`src/rtl/mipi_tx_packet_arbiter.sv`:
```
// mipi_tx_packet_arbiter: grants the DSI host TX packet port to video (V) or command (C) one whole packet at a time.
// Optional C aging against V starvation is enabled by defining MIPI_TX_ARB_AGING_EN.
module mipi_tx_packet_arbiter #(
  parameter int GAP_CYCLES = 2,
  parameter int AGE_LIMIT  = 8
) (
  input  logic        clktx,
  input  logic        rst,
  input  logic        v_req,
  input  logic        v_long,
  input  logic [23:0] v_hdr,
  input  logic [31:0] v_payload,
  input  logic        c_req,
  input  logic        c_long,
  input  logic [23:0] c_hdr,
  input  logic [31:0] c_payload,
  input  logic        blank,
  input  logic        host_tx_cmd_ack,
  input  logic        host_tx_active,
  input  logic        host_tx_payload_en,
  input  logic        host_tx_payload_en_last,
  output logic        gnt_v,
  output logic        gnt_c,
  output logic        host_tx_cmd_req,
  output logic [1:0]  host_tx_cmd_vc,
  output logic [5:0]  host_tx_cmd_data_type,
  output logic [15:0] host_tx_cmd_byte_count,
  output logic        host_tx_hs_mode,
  output logic [31:0] host_tx_payload
);
  localparam int GW = $clog2(GAP_CYCLES + 1) + 1;
  typedef enum logic [1:0] {IDLE, REQ, DATA, GAP} state_t;
  state_t state;
  logic is_long;
  logic [GW-1:0] gap_cnt;
  logic pick_c, gap_done;
  logic [23:0] win_hdr;
`ifdef MIPI_TX_ARB_AGING_EN
  localparam int AW = $clog2(AGE_LIMIT + 1);
  logic [AW-1:0] age;
  assign pick_c = c_req && blank && (!v_req || int'(age) >= AGE_LIMIT);
  always_ff @(posedge clktx or posedge rst)
    if (rst) age <= '0;
    else if (!c_req || (state == IDLE && pick_c)) age <= '0;
    else if (state == IDLE && v_req && blank && int'(age) < AGE_LIMIT) age <= age + 1'b1;
`else
  assign pick_c = c_req && blank && !v_req;
`endif
  assign win_hdr = pick_c ? c_hdr : v_hdr;
  // the GAP state itself takes one cycle, so GAP_CYCLES of 0 and 1 both hold the grant one cycle
  assign gap_done = int'(gap_cnt) + 1 >= GAP_CYCLES;
  assign host_tx_hs_mode = gnt_v | gnt_c;
  assign host_tx_payload = state != DATA ? '0 : gnt_c ? c_payload : v_payload;
  always_ff @(posedge clktx or posedge rst) begin
    if (rst) begin
      state <= IDLE;
      gnt_v <= 1'b0;
      gnt_c <= 1'b0;
      host_tx_cmd_req <= 1'b0;
      host_tx_cmd_vc <= '0;
      host_tx_cmd_data_type <= '0;
      host_tx_cmd_byte_count <= '0;
      is_long <= 1'b0;
      gap_cnt <= '0;
    end else begin
      case (state)
        IDLE: if (v_req || pick_c) begin
          state <= REQ;
          gnt_v <= !pick_c;
          gnt_c <= pick_c;
          host_tx_cmd_req <= 1'b1;
          host_tx_cmd_vc <= win_hdr[7:6];
          host_tx_cmd_data_type <= win_hdr[5:0];
          host_tx_cmd_byte_count <= win_hdr[23:8];
          is_long <= pick_c ? c_long : v_long;
        end
        REQ: if (host_tx_cmd_ack) begin
          host_tx_cmd_req <= 1'b0;
          gap_cnt <= '0;
          state <= (is_long && host_tx_cmd_byte_count != 16'd0) ? DATA : GAP;
        end
        DATA: if (host_tx_payload_en_last) begin
          gap_cnt <= '0;
          state <= GAP;
        end
        GAP: if (gap_done && !host_tx_active) begin
          state <= IDLE;
          gnt_v <= 1'b0;
          gnt_c <= 1'b0;
        end else if (!gap_done) gap_cnt <= gap_cnt + 1'b1;
        default: state <= IDLE;
      endcase
    end
  end
endmodule

```
`config.mk`:
```
export PLATFORM = sky130hd
export DESIGN_NAME = mipi_tx_packet_arbiter
export DESIGN_NICKNAME = d
export VERILOG_FILES = /design/src/rtl/mipi_tx_packet_arbiter.sv
export SDC_FILE = /design/constraint.sdc
export NUM_CORES = 1
export LEC_CHECK = 0
export ABC_AREA = 1
export CAP_MARGIN = 20
export CORE_UTILIZATION = 35
export DETAILED_ROUTE_END_ITERATION = 16
export GPL_TIMING_DRIVEN = 0
export HOLD_SLACK_MARGIN = 0.08
export MAX_ROUTING_LAYER = met4
export PLACE_DENSITY = 0.95
export SLEW_MARGIN = 10
export SYNTH_ARGS = -nofsm -noshare
export SYNTH_HDL_FRONTEND = slang
export SYNTH_SLANG_ARGS = --single-unit
```
`constraint.sdc`:
```
create_clock -name clktx -period 4.61 [get_ports clktx]
set_clock_uncertainty 0.2 [all_clocks]
set_input_delay 1.383 -clock clktx [delete_from_list [all_inputs] [get_ports clktx]]
set_output_delay 1.383 -clock clktx [all_outputs]
set_load 0.03 [all_outputs]
```
==> flow_metrics.tcl, run 1 <==
set metrics [dict create \
    worst_slew_pin_slew_ps 651 \
    syn_area_per_cell_um2 6.64 \
    pwr_density_cell_nw_per_um2 573 \
    setup_viol 0 \
    syn_inst 330 \
    maxSlewHeadroom 0.566 \
    instances_no_fill 595 \
    start_util 0.365 \
    routabilityCongestion 0.854 \
    synth_most_common_cell "nor2_1" \
    grt.busiest_layer "met2" \
    chipHeight_um 81.1 \
    ant_nets 0 \
    critPathKind "in -> out" \
    end_kind "output pin" \
    crit_required_ps 3030 \
    clk_latency_ps 290 \
    yosysWarnings 0 \
    placed_area_um2 4120 \
    met1_usage 0.244 \
    grt_usage 0.243 \
    use_met2 0.443 \
    max_cap_violations 0 \
    rsz0062_at_grt "no" \
    fin_crit_sh 0.935 \
    cp-start-kind "primary input" \
    regArea_um2 826 \
    crit_top_cell "clkdlybuf4s50_1" \
    htreeDepth 2 \
    grt_pass1_vias 2639 \
    tns_ps 0 \
    dp.final_hpwl_um 6480 \
    wl_um 7820 \
    drt-wirelength-per-cell_um 13.1 \
    cts_buffer_depth 2 \
    fin_nets 648 \
    finish.utilization 0.703 \
    grt_pass1_wl_um 11800 \
    finalHoldViolations 0 \
    synthFlopType "dfrtp_1" \
    post-route-min-period_ps 4310 \
    slowest_stage "clkdlybuf4s50_1" \
    first_pass_iters 5 \
    cts_tree "done" \
    ys_ff_latch 33 \
    hold_class "reg -> reg" \
    grt_overflow 0 \
    io_buffers 181 \
    antenna_found_initial 0 \
    synth-async-reset-ratio 1.00 \
    synth_top_area_share 0.377 \
    crit_chain "clkdlybuf4s50_1 -> o21ai_0 -> nor2_1 -> clkdlybuf4s50_1" \
    ctsHoldBuffers 0 \
    grt_max_degree 20 \
    syn_nets 459 \
    synthTopCellsByArea "dfrtp_1, nor2_1, o21ai_0, nand2_1, o21ai_1" \
    die-area_um2 6580 \
    use_met3 0.0719 \
    avgViaCountPerCell 4.82 \
    post_route_cells_drive_above_1_share 0.0462 \
    synth_common_cells "nor2_1, o21ai_0, nand2_1" \
    yosys.area.top_type "dfrtp_1" \
    multi_input_area_um2 1190 \
    fmax_mhz 232 \
    syn_area_um2 2190 \
    ios 183 \
    die_width_um 81.1 \
    core-area_um2 5990 \
    static-leakage-power_nw 1.82 \
    area_growth_pct 92.2 \
    slew_violations 0 \
    status "complete, no violations" \
    nFillCells 505 \
    slowest_delay_ps 680 \
    ys_seq_area_frac 0.377 \
    drc 0 \
    drt-initial-drc-count 95 \
    synth_edf_count 0 \
    finalInstanceArea_um2 4210 \
    row_count 28 \
    cts_buffers 5 \
    routed-via-count 2867 \
    arrival_ps 2730 \
    path_max_fanout 1 \
    postCtsSetupRepairBufs 0 \
    cts_resized 0 \
    yosysUniqueCellTypes 22 \
    antenna_cells 0 \
    clock-root-buffer "clkbuf_8" \
    cts_num_sinks 33 \
    cts.clk_slew.worst_paths_ps 70 \
    dpl.cell_count 587 \
    max-vdd-ir-drop_v 0.000408 \
]
[routing by layer]
metal	wire length, µm	up-vias	part of all wire
met3	754	16	0.096
met2	3910	137	0.50
met1	2960	1273	0.38
met4	189	0	0.024
li1	-	1441	-
met5	0	-	0
[power by group]
part	internal, mW	switching (mW)
Clock	0.104	0.112
Combinational	0.687	0.974
Sequential	0.425	0.111
[cell type report]
| cell class | count | share of cell area |
|---|---|---|
| Sequential cell | 33 | 0.196 |
| Inverter | 19 | 0.0169 |
| Multi-Input combinational cell | 261 | 0.283 |
| Clock buffer | 5 | 0.0163 |
| Buffer | 17 | 0.0244 |
| Timing Repair Buffer | 182 | 0.437 |
| Clock inverter | 3 | 0.00416 |
| Tap cell | 75 | 0.0223 |
[final timing paths]
kind | from | endpoint | slack (ps) | depth (start not counted)
max in group asynchronous | rst | host_tx_cmd_byte_count[9] | 2400 | 3
max reg2reg | state[0] | host_tx_cmd_byte_count[8] | 2700 | 8
max | v_payload[25] | host_tx_payload[25] | 300 | 4
min in group asynchronous | rst | gnt_c | 1290 | 2
min reg2reg | host_tx_cmd_data_type[4] | host_tx_cmd_data_type[4] | 290 | 2
min | host_tx_cmd_data_type[4] | host_tx_cmd_data_type[4] | 290 | 2
[cells in the final DEF (no fill, tap or decap), drive strengths merged]
cell type / instances
dfrtp: 33
o21ai: 90
ha: 6
nand2: 49
clkdlybuf4s50: 181
clkinv: 2
nor2: 105
o21a: 1
or2: 1
clkbuf: 18
clkinvlp: 1
o211ai: 1
buf: 5
nand3: 5
a21oi: 3
inv: 19
[sequential cells by signal (all words and copies together), names as in the netlist]
name / count
gap_cnt: 3
gnt_c: 1
gnt_v: 1
host_tx_cmd_byte_count: 16
host_tx_cmd_data_type: 6
host_tx_cmd_req: 1
host_tx_cmd_vc: 2
is_long: 1
state: 2
[stage by stage]
step / hold slack [ps] / power, mW / worst slack [ps]
floorplan: 259 / 1.51 / 1160
global placement: 266 / 2.16 / 305
detailed placement: 273 / 2.21 / 293
CTS: 291 / 2.43 / 293
global route: 318 / 2.59 / 225
finish: 289 / 2.41 / 298
[cells by family after synthesis]
group           count (synthesis)  share of synthesized area
flops                          33                      0.377
simple gates                  160                      0.283
buf+inv                        36                     0.0794
fa+ha+maj                       6                     0.0343
compound gates                 95                      0.226
[critical path: cells and delay by family]
family,cells,cell delay (ps)
buffers and inverters,2,1120
and+or+nand+nor,1,140
AOI/OAI and AO/OA,1,70
No activity file was read; power rests on OpenSTA's default activity.
==> inputs of run 2 (changes only) <==
SLEW_MARGIN = default   (was 10)
==> results of run 2 <==
Same layout as run 1: the final DEF is identical, and so are final timing and power.
